<file path="src/rtl/sd_pkg.sv">
// Shared SD host constants and types.
//   SD_BUS_W       : system bus data/address width
//   MEM_OFFSET     : byte step of the bus address per transferred word
//   WB_CTI_CLASSIC : Wishbone cycle type for single classic cycles
//   WB_BTE_LINEAR  : Wishbone burst type (unused by classic cycles, driven to 0)
//   tx_fill_state_t: states of the TX filler FSM
package sd_pkg;

  localparam int unsigned SD_BUS_W       = 32;
  localparam logic [31:0] MEM_OFFSET     = 32'd4;
  localparam logic [2:0]  WB_CTI_CLASSIC = 3'b000;
  localparam logic [1:0]  WB_BTE_LINEAR  = 2'b00;

  typedef enum logic [1:0] {
    DIS,
    IDLE,
    BUS
  } tx_fill_state_t;

endpackage

</file>
<file path="src/rtl/sd_tx_fifo_sync.sv">
// Single-clock show-ahead FIFO with registered status and head word.
//   clk, rst : clock, synchronous active-high reset
//   flush    : synchronous clear of contents (same effect as rst)
//   wr, d    : push request and data
//   rd       : pop request; ignored when empty
//   q        : head word, registered, valid while empty=0
//   full     : Depth words stored
//   empty    : no words stored
//   count    : number of words stored
module sd_tx_fifo_sync #(
  parameter  int unsigned Depth = 8,
  parameter  int unsigned Width = 32,
  localparam int unsigned PtrW  = $clog2(Depth),
  localparam int unsigned CntW  = PtrW + 1
) (
  input  logic             clk,
  input  logic             rst,
  input  logic             flush,
  input  logic             wr,
  input  logic [Width-1:0] d,
  input  logic             rd,
  output logic [Width-1:0] q,
  output logic             full,
  output logic             empty,
  output logic [CntW-1:0]  count
);

  logic [Width-1:0] mem_q [Depth];
  logic [PtrW-1:0]  wr_ptr_q, wr_ptr_d, rd_ptr_q, rd_ptr_d;
  logic [CntW-1:0]  count_q, count_d;
  logic [Width-1:0] q_q, q_d;
  logic             full_q, full_d, empty_q, empty_d;
  logic             do_wr, do_rd;

  always_comb begin
    do_rd    = rd & ~empty_q;
    // A push into a full FIFO is allowed only when a pop frees the slot in the same cycle.
    do_wr    = wr & (~full_q | do_rd);
    wr_ptr_d = wr_ptr_q;
    rd_ptr_d = rd_ptr_q;
    count_d  = count_q;
    q_d      = q_q;

    if (do_wr) wr_ptr_d = wr_ptr_q + PtrW'(1);
    if (do_rd) rd_ptr_d = rd_ptr_q + PtrW'(1);

    if (do_wr && !do_rd) begin
      count_d = count_q + CntW'(1);
    end else if (!do_wr && do_rd) begin
      count_d = count_q - CntW'(1);
    end

    // Head register: the next stored word after a pop, or the pushed word when it
    // lands at the head (push into empty, or push+pop with a single word stored).
    if (do_rd) begin
      if (count_q == CntW'(1)) begin
        if (do_wr) q_d = d;
      end else begin
        q_d = mem_q[rd_ptr_d];
      end
    end else if (do_wr && empty_q) begin
      q_d = d;
    end

    if (flush) begin
      wr_ptr_d = '0;
      rd_ptr_d = '0;
      count_d  = '0;
      q_d      = '0;
    end

    full_d  = (count_d == CntW'(Depth));
    empty_d = (count_d == '0);
  end

  always_ff @(posedge clk) begin
    if (rst) begin
      wr_ptr_q <= '0;
      rd_ptr_q <= '0;
      count_q  <= '0;
      q_q      <= '0;
      full_q   <= 1'b0;
      empty_q  <= 1'b1;
    end else begin
      wr_ptr_q <= wr_ptr_d;
      rd_ptr_q <= rd_ptr_d;
      count_q  <= count_d;
      q_q      <= q_d;
      full_q   <= full_d;
      empty_q  <= empty_d;
    end
  end

  always_ff @(posedge clk) begin
    if (do_wr && !flush) mem_q[wr_ptr_q] <= d;
  end

  assign q     = q_q;
  assign full  = full_q;
  assign empty = empty_q;
  assign count = count_q;

endmodule

</file>
<file path="src/rtl/sd_fifo_tx_filler.sv">
// TX-direction DMA filler: a read-only Wishbone master that fetches words from
// adr onward and pushes them into a local FIFO popped by the SD serial transmitter.
//   clk, rst          : clock, synchronous active-high reset
//   m_wb_*            : Wishbone classic master (read only, one cycle outstanding)
//   en, adr           : transfer enable and base byte address
//   rd, dat_o         : serial-side pop and show-ahead head word
//   full, empty       : FIFO status (registered)
//   underflow         : sticky flag, rd seen on an empty FIFO; cleared while en=0
module sd_fifo_tx_filler
  import sd_pkg::*;
#(
  parameter int unsigned FIFO_DEPTH = 8
) (
  input  logic                clk,
  input  logic                rst,
  output logic [SD_BUS_W-1:0] m_wb_adr_o,
  output logic                m_wb_we_o,
  input  logic [SD_BUS_W-1:0] m_wb_dat_i,
  output logic                m_wb_cyc_o,
  output logic                m_wb_stb_o,
  input  logic                m_wb_ack_i,
  output logic [2:0]          m_wb_cti_o,
  output logic [1:0]          m_wb_bte_o,
  input  logic                en,
  input  logic [SD_BUS_W-1:0] adr,
  input  logic                rd,
  output logic [SD_BUS_W-1:0] dat_o,
  output logic                full,
  output logic                empty,
  output logic                underflow
);

  localparam int unsigned CntW = $clog2(FIFO_DEPTH) + 1;

  tx_fill_state_t      state_q, state_d;
  logic                cyc_q, cyc_d;
  logic [SD_BUS_W-1:0] offset_q, offset_d;
  logic                underflow_q, underflow_d;
  logic                push, flush, slot_free;
  logic                fifo_full, fifo_empty;
  logic [CntW-1:0]     fifo_count;

  // A pop in the same cycle frees a slot, so a full FIFO being drained may start a fetch.
  assign slot_free = (fifo_count < CntW'(FIFO_DEPTH)) | (rd & ~fifo_empty);
  // Dropping en flushes on the very next edge, not one cycle later from DIS.
  assign flush     = ~en | (state_q == DIS);

  always_comb begin
    state_d     = state_q;
    cyc_d       = cyc_q;
    offset_d    = offset_q;
    underflow_d = underflow_q;
    push        = 1'b0;

    if (!en) begin
      state_d     = DIS;
      cyc_d       = 1'b0;
      offset_d    = '0;
      underflow_d = 1'b0;
    end else begin
      unique case (state_q)
        DIS: begin
          state_d     = IDLE;
          underflow_d = 1'b0;
        end
        IDLE: begin
          underflow_d = underflow_q | (rd & fifo_empty);
          if (slot_free) begin
            state_d = BUS;
            cyc_d   = 1'b1;
          end
        end
        BUS: begin
          underflow_d = underflow_q | (rd & fifo_empty);
          if (m_wb_ack_i) begin
            push     = 1'b1;
            cyc_d    = 1'b0;
            offset_d = offset_q + MEM_OFFSET;
            state_d  = IDLE;
          end
        end
        default: begin
          state_d = DIS;
          cyc_d   = 1'b0;
        end
      endcase
    end
  end

  always_ff @(posedge clk) begin
    if (rst) begin
      state_q     <= DIS;
      cyc_q       <= 1'b0;
      offset_q    <= '0;
      underflow_q <= 1'b0;
    end else begin
      state_q     <= state_d;
      cyc_q       <= cyc_d;
      offset_q    <= offset_d;
      underflow_q <= underflow_d;
    end
  end

  sd_tx_fifo_sync #(
    .Depth (FIFO_DEPTH),
    .Width (SD_BUS_W)
  ) u_fifo (
    .clk   (clk),
    .rst   (rst),
    .flush (flush),
    .wr    (push),
    .d     (m_wb_dat_i),
    .rd    (rd),
    .q     (dat_o),
    .full  (fifo_full),
    .empty (fifo_empty),
    .count (fifo_count)
  );

  assign m_wb_adr_o = adr + offset_q;
  assign m_wb_we_o  = 1'b0;
  assign m_wb_cyc_o = cyc_q;
  assign m_wb_stb_o = cyc_q;
  assign m_wb_cti_o = WB_CTI_CLASSIC;
  assign m_wb_bte_o = WB_BTE_LINEAR;
  assign full       = fifo_full;
  assign empty      = fifo_empty;
  assign underflow  = underflow_q;

endmodule
</file>
<file path="config.mk">
export PLATFORM = sky130hd
export DESIGN_NAME = sd_fifo_tx_filler
export DESIGN_NICKNAME = d
export VERILOG_FILES = /design/src/rtl/sd_pkg.sv /design/src/rtl/sd_tx_fifo_sync.sv /design/src/rtl/sd_fifo_tx_filler.sv
export SDC_FILE = /design/constraint.sdc
export NUM_CORES = 1
export LEC_CHECK = 0
export ABC_AREA = 1
export CORE_MARGIN = 2
export CORE_UTILIZATION = 57
export DETAILED_ROUTE_END_ITERATION = 6
export HOLD_SLACK_MARGIN = 0.12
export PLACE_DENSITY = 0.79
export SKIP_LAST_GASP = 1
export SYNTH_ARGS = -nofsm -noshare
export SYNTH_HDL_FRONTEND = slang
export SYNTH_SLANG_ARGS = --single-unit
</file>
<file path="constraint.sdc">
create_clock -name clk -period 6 [get_ports clk]
set_input_delay 0.9 -clock clk [delete_from_list [all_inputs] [get_ports clk]]
set_output_delay 0.9 -clock clk [all_outputs]
set_load 0.01 [all_outputs]
</file>
==> summary.txt <==
Status
  • Status: finished with violations
  • Failing checks: design-rule violations

Clocking
  • CTS tree: done
  • Num Clock Sinks: 334
  • Clock buffer count from CTS: 34
  • # hold bufs at CTS: 0
  • Resized Gates After CTS: 0
  • Clock root buffer: clkbuf_16
  • H-Tree Depth: 2
  • Post-CTS setup buffer count: 0
  • CTS max path bufs: 3
  • Clk pin slew, worst setup/hold paths: ~0.060 ns
  • Clk_lat worst skew: 0.51 ns

Placement
  • Port bufs: roughly 130
  • Placer congestion estimate: around 1
  • Placed cell areas: between 15,000 and 20,000 sq um
  • Placed insts: 2,491
  • Final HPWL DP: around 28,000 um

Route
  • Total wire length: about 47,000 um
  • First-pass DRT Iterations: 7
  • ANT nets after route: 0
  • Vias per cell: ~5.7
  • DRC Markers: 2
  • Via count: approximately 15k
  • Iter 0 DRT Violations: between 1.5k and 2k
  • Routed len/inst: 18.31 um

Synth
  • Post-synth top area share: ~45%
  • Mux contribution to synthesized area: 0%
  • Post-synthesis xor/xnor area fraction: 1.374%
  • Adder-Cell Fraction of Synth Area: 2.968%
  • Cell Area, Synth: 17,110 sq um
  • Synth area leader: edfxtp_1
  • Mean Syn Cell Area: 8.451 sq um
  • Simple-gate area share of the yosys netlist: between 20% and 30%
  • YS warnings: 0
  • EDFF count, synth: between 200 and 300
  • Sequential-to-total area share from yosys stat: a little over half
  • Yosys cell types: 40
  • Share of async-settable or async-resettable flops after synthesis: 0%
  • Synthesized instance count: just over 2k
  • Main synth FF type: edfxtp_1
  • Area fraction in compound gates after synthesis: under 10%
  • Top cells by area, synth: edfxtp_1 45%, nand3_1 12%, dfxtp_1 9.1%, nand2_1 8.8%, inv_1 8.3%
  • Largest family of logic cells by synthesized area: simple AND/OR/NAND/NOR gates
  • Number of synthesized register bits: 334

Setup path
  • CP endpoint: m_wb_adr_o[30]
  • Critical path, cell by cell: clkdlybuf4s50_1, ha_1, inv_1, fa_1, o21ai_0, nand2_1, nand2_1, nand2_1, nand2_1, nand2_1, nand2_1, nand2_1, nand2_1, clkdlybuf4s50_1
  • Startpoint types: input pin
  • Crit-path slowest cell: clkdlybuf4s50_1
  • Crit path DAT: between 3 and 4 ns
  • Worst setup EP type: output port
  • R2R depth: 8
  • Reg2reg setup slack: 2.99 ns
  • Critical path required time: 5.10 ns
  • WS Path Type: in2out
  • Worst setup path start: adr[2]
  • Worst Path Max Fanout: 4
  • R2r startpoint: u_fifo.count[1]$_SDFF_PP0_
  • Capturing point of the worst reg2reg path: u_fifo.q[1]$_SDFFE_PP0P_
  • Crit path top cell by count: nand2_1
  • Crit path largest cell delay: 0.53 ns

Cells and area
  • Fillers: between 2k and 2.5k
  • Final cell count without fillers: 2,552
  • Share of cells above drive strength 1: around 4.4%
  • Layout area overhead: 15.92%
  • Final net count: around 2.2k
  • Fin area: 19,840 sq um
  • Final Core Density: around two thirds

Pwr
  • Net Sw Power: ~0.00094 W
  • Logic pwr share: between 3 and 4%
  • Pwr Total: 0.004625 W
  • Leak: 8.462 nW
  • Int Pwr: about 0.0037 W
  • Peak VDD IR: roughly 0.00028 V
  • Net Sw Frac: approximately a fifth
  • Flop pwr share: a little over half
  • Clock share of power: between 40% and 50%
  • Pwr Density: between 200 and 250 nW/um^2

GRT
  • Initial antenna violation count: 2
  • Largest net degree at the start of global routing: 97
  • Vias in the first global route: between 10k and 15k
  • First-pass GRT wire length: 72,520 um
  • GR Overflow Total: 0
  • GRT Util Overall: between 20% and 30%

STA
  • Fin. Hold Viols: 0
  • Fin Clk Skew: 0.01302 ns
  • # setup viols final: 0
  • Minimum clock period: 4.566 ns
  • RSZ-0062 raised after global routing: false
  • Highest clock rate: 0.2190 GHz
  • TNS Setup: 0 ns
  • Actual slew at the worst max-slew pin: 1.188 ns
  • Fin crit share: 76.10%
  • Slew Limit Fails: 0
  • Max transition margin: 20.83%

Worst hold path
  • HP Start: offset_q[13]$_SDFFE_PP0N_
  • Hold/Removal Path Class: reg2reg

Die
  • Die Footprint: ~31,000 sq um
  • Core Area: 29,640 sq um
  • Ports: roughly 140
  • Die W: about 180 um
  • Num rows: between 60 and 70
  • Starting Density: 57.74%
  • Die height: 177.3 um

Job
  • Maxcap violations: 0
-- critical path, delay by kind of cell --
family | cells | cell delay, ns
adder cells (fa/ha/maj) | 2 | 0.62
buffers and inverters | 3 | 1.07
AO/OA/AOI/OAI | 1 | 0.35
AND/OR/NAND/NOR | 8 | 0.72
-- registers in the layout (all words and copies together) (netlist names) --
register / count
u_fifo.mem_q: 256
u_fifo.q: 32
offset_q: 30
u_fifo.count: 4
u_fifo.rd_ptr_q: 3
u_fifo.wr_ptr_q: 3
state_q: 2
m_wb_cyc_o: 1
u_fifo.empty: 1
u_fifo.full: 1
underflow: 1
-- Yosys cell counts (all sizes together) (3+ instances only) --
library cell,number
o21a,3
nand3,405
o21ai,97
clkbuf,37
ha,39
nand2,405
nand3b,5
nor2,111
xor2,18
nor3,15
edfxtp,256
inv,380
nor4,4
nand4,13
buf,50
a21oi,85
xnor2,8
o21bai,6
dfxtp,78
-- kinds of logic (layout without fill, tap and decap cells) --
kind of cell	Yosys count	after routing
simple gates	961	961
buf+inv	467	597
flops	334	334
compound gates	196	196
other cells	1	8
xor+xnor	26	26
fa+ha+maj	40	40
-- layout by cell type (no fill, tap or decap), drive strengths merged, types with 39 or more instances in the layout --
master         synthesis  layout
edfxtp               256     256
inv                  380     380
nand3                405     405
dfxtp                 78      78
nand2                405     405
clkbuf                37      48
o21ai                 97      97
a21oi                 85      85
nor2                 111     111
clkdlybuf4s50          0     133
ha                    39      39
-- final cells by class --
cell class | instances | area, sq um | area share [%]
clock inverter | 11 | 52.55 | 0.2649
inverter | 380 | 1426 | 7.190
multi-input combinational | 1229 | 6135 | 30.92
tap | 390 | 488.0 | 2.460
antenna | 2 | 5.005 | 0.02523
timing repair buffer | 158 | 1519 | 7.656
clock buffer | 48 | 964.7 | 4.863
sequential | 334 | 9249 | 46.62
-- metal layers --
layer  GRT usage (%)  up-vias  wire, um  share of wire (%)
met4           14.24        2      2075                4.4
li1                -     6855         -                  -
met5               0        -        11              0.024
met1           35.68     6837     17490                 37
met2           51.65      818     22630                 48
met3           5.305      142      4515                9.7
-- power groups by stage --
| stage | logic (W) | registers, W | clock network [W] |
|---|---|---|---|
| final | 0.000179 | 0.00249 | 0.00196 |
| after global routing | 0.000194 | 0.00249 | 0.00207 |
| after CTS | 0.000177 | 0.00249 | 0.00197 |
| after detailed placement | 0.000176 | 0.00254 | 0 |
| after global placement | 0.000172 | 0.00254 | 0 |
| after floorplan | 0.0000691 | 0.00254 | 0 |
-- stage by stage --
stage,setup WS [ns],hold slack (ns)
floorplan,0.9980,0.4537
global placement,1.465,0.4751
detailed placement,1.441,0.4884
CTS,1.430,0.4920
global route,1.228,0.5137
finish,1.434,0.4926
-- worst min path at each step --
stage                                           end  slack, ns  cells past startpoint
after global routing        m_wb_cyc_o$_SDFFE_PP0P_       0.51                      2
after CTS                   m_wb_cyc_o$_SDFFE_PP0P_       0.49                      2
after detailed placement    m_wb_cyc_o$_SDFFE_PP0P_       0.49                      2
after floorplan            offset_q[8]$_SDFFE_PP0N_       0.45                      2
after global placement      m_wb_cyc_o$_SDFFE_PP0P_       0.48                      2
final                     offset_q[13]$_SDFFE_PP0N_       0.49                      2
No activity file was read; power rests on OpenSTA's default activity.
